File: src/rtl/dbx_symbol_coder.sv
// Encoder-side symbol coder: maps delta bit-plane words to left-aligned variable-length
// codewords and merges runs of all-zero words into run-length symbols.
module dbx_symbol_coder #(
    parameter int unsigned MAX_ZRL = 8
) (
    input  logic       clk_i,
    input  logic       rst_ni,
    input  logic [6:0] dbx_i,
    input  logic       is_dbp_i,
    input  logic       last_i,
    input  logic       valid_i,
    output logic       ready_o,
    output logic [7:0] data_o,
    output logic [2:0] len_o,
    output logic       last_o,
    output logic       valid_o,
    input  logic       ready_i
);

    localparam logic [2:0] LEN_EMPTY           = 3'd0;
    localparam logic [2:0] LEN_TWO             = 3'd1;
    localparam logic [2:0] LEN_THREE_PLUS_LOGM = 3'd2;
    localparam logic [2:0] LEN_FIVE            = 3'd3;
    localparam logic [2:0] LEN_FIVE_PLUS_LOGN  = 3'd4;
    localparam logic [2:0] LEN_N               = 3'd5;

    localparam logic [1:0] IDLE = 2'd0;
    localparam logic [1:0] RUN  = 2'd1;
    localparam logic [1:0] PEND = 2'd2;

    // Returns {len, codeword} for a non-zero or DBP beat.
    function automatic logic [10:0] beat_code(input logic [6:0] dbx, input logic is_dbp);
        logic [2:0] p;
        logic [2:0] ones;
        logic [2:0] idx;
        logic [10:0] code;
        p    = 3'd0;
        ones = 3'd0;
        for (int i = 0; i < 7; i++) begin
            if (dbx[i]) begin
                p    = 3'(i);
                ones = ones + 3'd1;
            end
        end
        idx = 3'd6 - p;
        if (is_dbp) begin
            code = {LEN_FIVE, 8'b0000_1000};
        end else if (&dbx) begin
            code = {LEN_FIVE, 8'h00};
        end else if (ones == 3'd1) begin
            code = {LEN_FIVE_PLUS_LOGN, 5'b00011, idx};
        end else if (ones == 3'd2 && p != 3'd0 && dbx[p - 3'd1]) begin
            code = {LEN_FIVE_PLUS_LOGN, 5'b00010, idx};
        end else begin
            code = {LEN_N, 1'b1, dbx};
        end
        return code;
    endfunction

    // Returns {len, codeword} for a zero run of length k (k >= 1).
    function automatic logic [10:0] run_code(input logic [3:0] k);
        logic [2:0] km1;
        logic [10:0] code;
        km1 = 3'(k - 4'd1);
        if (k == 4'd1) begin
            code = {LEN_TWO, 8'b0100_0000};
        end else begin
            code = {LEN_THREE_PLUS_LOGM, 3'b001, km1, 2'b00};
        end
        return code;
    endfunction

    logic [1:0]  state_q, state_d;
    logic [3:0]  zc_q, zc_d;
    logic        valid_q, valid_d;
    logic [7:0]  data_q, data_d;
    logic [2:0]  len_q, len_d;
    logic        last_q, last_d;
    logic [7:0]  pend_data_q, pend_data_d;
    logic [2:0]  pend_len_q, pend_len_d;
    logic        pend_last_q, pend_last_d;

    logic        accept;
    logic        zero_beat;
    logic [3:0]  zc_inc;
    logic [10:0] beat_sym;
    logic [10:0] run_inc_sym;
    logic [10:0] run_cur_sym;

    assign ready_o     = rst_ni && (state_q != PEND) && (!valid_q || ready_i);
    assign accept      = valid_i && ready_o;
    assign zero_beat   = (dbx_i == 7'd0) && !is_dbp_i;
    assign zc_inc      = zc_q + 4'd1;
    assign beat_sym    = beat_code(dbx_i, is_dbp_i);
    assign run_inc_sym = run_code(zc_inc);
    assign run_cur_sym = run_code(zc_q);

    always_comb begin
        state_d     = state_q;
        zc_d        = zc_q;
        valid_d     = valid_q;
        data_d      = data_q;
        len_d       = len_q;
        last_d      = last_q;
        pend_data_d = pend_data_q;
        pend_len_d  = pend_len_q;
        pend_last_d = pend_last_q;

        if (valid_q && ready_i) begin
            valid_d = 1'b0;
        end

        // PEND only leaves when the run symbol ahead of the held beat has been taken.
        if (state_q == PEND) begin
            if (valid_q && ready_i) begin
                valid_d = 1'b1;
                data_d  = pend_data_q;
                len_d   = pend_len_q;
                last_d  = pend_last_q;
                state_d = IDLE;
            end
        end else if (accept) begin
            if (zero_beat) begin
                if (zc_inc == 4'(MAX_ZRL) || last_i) begin
                    valid_d = 1'b1;
                    {len_d, data_d} = run_inc_sym;
                    last_d  = last_i;
                    zc_d    = 4'd0;
                    state_d = IDLE;
                end else begin
                    zc_d    = zc_inc;
                    state_d = RUN;
                end
            end else if (state_q == IDLE) begin
                valid_d = 1'b1;
                {len_d, data_d} = beat_sym;
                last_d  = last_i;
            end else begin
                valid_d = 1'b1;
                {len_d, data_d} = run_cur_sym;
                last_d  = 1'b0;
                {pend_len_d, pend_data_d} = beat_sym;
                pend_last_d = last_i;
                zc_d    = 4'd0;
                state_d = PEND;
            end
        end
    end

    always_ff @(posedge clk_i) begin
        if (!rst_ni) begin
            state_q     <= IDLE;
            zc_q        <= 4'd0;
            valid_q     <= 1'b0;
            data_q      <= 8'd0;
            len_q       <= LEN_N;
            last_q      <= 1'b0;
            pend_data_q <= 8'd0;
            pend_len_q  <= LEN_EMPTY;
            pend_last_q <= 1'b0;
        end else begin
            state_q     <= state_d;
            zc_q        <= zc_d;
            valid_q     <= valid_d;
            data_q      <= data_d;
            len_q       <= len_d;
            last_q      <= last_d;
            pend_data_q <= pend_data_d;
            pend_len_q  <= pend_len_d;
            pend_last_q <= pend_last_d;
        end
    end

    assign valid_o = valid_q;
    assign data_o  = data_q;
    assign len_o   = len_q;
    assign last_o  = last_q;

endmodule

File: config.mk
export PLATFORM = sky130hd
export DESIGN_NAME = dbx_symbol_coder
export DESIGN_NICKNAME = d
export VERILOG_FILES = /design/src/rtl/dbx_symbol_coder.sv
export SDC_FILE = /design/constraint.sdc
export NUM_CORES = 1
export LEC_CHECK = 0
export BUFFER_PORTS_ARGS = -buffer_cell sky130_fd_sc_hd__buf_2
export CORE_ASPECT_RATIO = 1.5
export CORE_MARGIN = 4
export CORE_UTILIZATION = 51
export DETAILED_ROUTE_END_ITERATION = 16
export PLACE_DENSITY = 0.74
export SLEW_MARGIN = 20
export SYNTH_ARGS = -nofsm -noshare
export SYNTH_HDL_FRONTEND = slang
export SYNTH_SLANG_ARGS = --single-unit
File: constraint.sdc
create_clock -name clk_i -period 3.85 [get_ports clk_i]
set_clock_uncertainty 0.1 [all_clocks]
set_input_delay 0.1925 -clock clk_i [delete_from_list [all_inputs] [get_ports clk_i]]
set_output_delay 0.1925 -clock clk_i [all_outputs]
set_load 0.05 [all_outputs]
==> impl_metrics.env <==
export IMPL_status="finished clean"
export IMPL_yosysWarnings=0
export IMPL_drc=0
export IMPL_syn_area_mm2=0.002313
export IMPL_cp_endpoint="data_o[1]"
export IMPL_grt_first_pass_wirelength_um=9784
export IMPL_clkSlewWorstSetupHoldPaths_ps=70
export IMPL_async_flop_share_pct=0
export IMPL_post_drt_wl_per_cell_um=15.98
export IMPL_crit_chain="buf_2, inv_2, ha_1, nor2b_1, a21o_1, ha_4, mux2_4, ha_4, mux2_4, ha_4, nand2_1, o21ai_1, ha_2, nand2_1, xnor3_1, xnor2_2, a31oi_1, o21ai_2, or4_4, o211ai_1"
export IMPL_r2r_slack_ps=1180
export IMPL_worstReg2RegStart="state_q[0]"
export IMPL_finalHoldViolCount=0
export IMPL_clkSinkCount=31
export IMPL_finalInstanceArea_mm2=0.002690
export IMPL_multi_input_area_mm2=0.001594
export IMPL_grt_pass1_vias=2046
export IMPL_drv_slew=0
export IMPL_synth_edff_count=0
export IMPL_p_leak_nw=1.161
export IMPL_hold_path_class="in2reg"
export IMPL_vias_per_cell=6.049
export IMPL_syn_inst=294
export IMPL_ys_ff_latch=31
export IMPL_port_buffers=26
export IMPL_antenna_found_initial=0
export IMPL_ff2ff_path_depth=6
export IMPL_slowest_delay_ps=520
export IMPL_post_dp_cell_area_mm2=0.002497
export IMPL_drive_gt1_share_pct=23.77
export IMPL_cp_max_fo=4
export IMPL_clockBufferDepth=2
export IMPL_overflow=0
export IMPL_fmax_mhz=271.1
export IMPL_cts_tree="done"
export IMPL_final_core_util_pct=62.30
export IMPL_grt_use_total_pct=21.33
export IMPL_first_pass_iters=5
export IMPL_start_util_pct=53.58
export IMPL_period_share_pct=95.79
export IMPL_die_h_um=90.49
export IMPL_h_tree_depth=2
export IMPL_setup_violations=0
export IMPL_synth_distinct_cells=61
export IMPL_synth_area_per_cell_um2=7.869
export IMPL_drv_cap=0
export IMPL_num_rows=29
export IMPL_clk_insertion_delay_late_ps=280
export IMPL_synth_fp_nets=321
export IMPL_seq_area_um2=620.6
export IMPL_gp_congestion=0.8567
export IMPL_path_common_cell="ha_4"
export IMPL_clockRootBuffer="clkbuf_8"
export IMPL_diodes=0
export IMPL_crit_start="dbx_i[0]"
export IMPL_initialDrtViolationCount=169
export IMPL_hpwl_um=4339
export IMPL_crit_path_end_kind="flop"
export IMPL_max_slew_margin_pct=48.06
export IMPL_power_density_mw_per_mm2=377.1
export IMPL_fill_cells=396
export IMPL_chipWidth_um=62.99
export IMPL_fin_nets=350
export IMPL_cp_slowest_cell="or4_4"
export IMPL_ys_seq_area_share_pct=26.83
export IMPL_vdd_ir_drop_max_uv=266.7
export IMPL_synth_flop_cell="dfxtp_1"
export IMPL_worst_pin_slew_ps=773.1
export IMPL_io_pin_count=27
export IMPL_cp_arrival_ps=3800
export IMPL_routed_via_count=2238
export IMPL_ant_nets=0
export IMPL_fin_crit_ps=3688
export IMPL_cp_required_ps=3960
export IMPL_grt_max_degree=19
export IMPL_cts_buffers=5
export IMPL_coreArea_mm2=0.004318
export IMPL_syn_to_final_growth_pct=16.28
export IMPL_startpoint_type="input port"
export IMPL_wirelength_um=5911
export IMPL_crit_type="in2reg"
export IMPL_whs_ps=102.5
export IMPL_fp_dieArea_mm2=0.005700
export IMPL_r2r_end="pend_len_q[0]"
final cells by class:
cell class	count	area share [%]
Clock buffer	7	3.581
Tap cell	46	2.140
Clock inverter	1	0.2791
Sequential cell	31	23.07
Inverter	17	2.372
Timing Repair Buffer	42	9.302
Multi-Input combinational cell	226	59.26
cell families (layout without fill, tap and decap cells):
group	after synthesis	after routing	synth area share (%)
flops	31	31	26.83
xor+xnor	12	12	6.436
buf+inv	37	67	7.679
mux	6	6	2.974
simple gates	106	106	22.55
fa+ha+maj	14	14	7.572
compound gates	88	88	25.96
synthesized netlist by cell type (3+ instances only):
cell      instances  area (µm²)
inv_1            15       56.30
buf_2            13       65.06
nand4_1           3       18.77
o21ai_0          16       80.08
a31oi_1           5       31.28
ha_1             14       175.2
dfxtp_1          31       620.6
nand3_1          11       55.05
and2_1            4       25.02
xnor2_1           7       61.31
o221ai_1          3       26.28
nand2b_1          6       37.54
buf_6             3       33.78
mux2_2            3       33.78
o22ai_1           3       18.77
nor3_1            6       30.03
a21oi_1          22       110.1
nor2_1           27       101.4
nand2_1          29       108.9
clkbuf_1          4       15.01
a211oi_1          7       52.55
or2_2             3       18.77
o211ai_1          7       52.55
worst min-delay path by stage:
stage | to | startpoint | slack (ps) | depth (start not counted)
2_1_floorplan | pend_last_q | last_i | 230 | 2
3_3_place_gp | pend_data_q[5] | pend_data_q[5] | 340 | 2
3_5_place_dp | pend_data_q[5] | pend_data_q[5] | 350 | 2
4_1_cts | valid_o | ready_i | 110 | 4
5_1_grt | pend_last_q | last_i | 130 | 3
6_report | valid_o | ready_i | 100 | 4
worst max-delay path: cells and delay by family:
kind | cells | cell delay [ps]
AOI/OAI and AO/OA | 5 | 680
xor gates and xnor gates | 2 | 420
adders and majority gates | 5 | 1040
buffers and inverters | 2 | 170
muxes | 2 | 560
and+or+nand+nor | 4 | 770
flip-flops by register name (all words and copies together), names as in the netlist:
name / cells
data_o: 8
pend_data_q: 8
zc_q: 4
len_o: 3
pend_len_q: 3
state_q: 2
last_o: 1
pend_last_q: 1
valid_o: 1
cell usage in the layout, fill, tap and decap left out, types with 3 or more instances in the layout:
master	synthesis	final
a31oi_1	5	5
and2_1	4	4
a21oi_1	22	22
o211ai_1	7	7
a211oi_1	7	7
nor3_1	6	6
xnor2_1	7	6
o21ai_0	16	15
inv_1	15	13
o21ai_1	2	3
buf_4	0	16
clkbuf_8	0	7
buf_2	13	26
nand4_1	3	3
dfxtp_1	31	31
mux2_4	1	3
nand3_1	11	11
nor2_1	27	27
ha_1	14	9
nand2b_1	6	6
inv_2	1	3
o22ai_1	3	3
o221ai_1	3	3
nand2_1	29	29
ha_4	0	4
or2_2	3	3
power breakdown:
group	total, mW	internal [mW]	switching [mW]
combinational	0.386	0.174	0.212
clock	0.291	0.163	0.129
sequential	0.337	0.332	0.00533
per-stage QoR:
step                      cells  total power, mW  worst slack (ps)  TNS [ps]
after CTS                   368           0.9718             27.92         0
after global placement      359           0.6715            -213.8     -1732
final                       370            1.014             161.9         0
after detailed placement    359           0.6778            -328.6     -3327
after global routing        370            1.063            -55.32    -80.90
after floorplan             294           0.5939             26.20         0
layer usage:
metal,share of wire [%],global-route usage (%),wire length (µm),up-vias
met4,2.5,9.945,148,0
met2,52,37.00,3085,47
li1,-,-,-,1117
met5,0,0,0,-
met1,42,25.17,2476,1062
met3,3.4,3.362,201,12
what timing repair did:
action,in CTS,in global routing
hold buffers,0,0
resized for setup,2,10
hold endpoints to repair,0,0
endpoints found under the setup margin,1,15
pin swaps,0,3
setup buffers,1,2
Power figures use the tool's default switching activity.
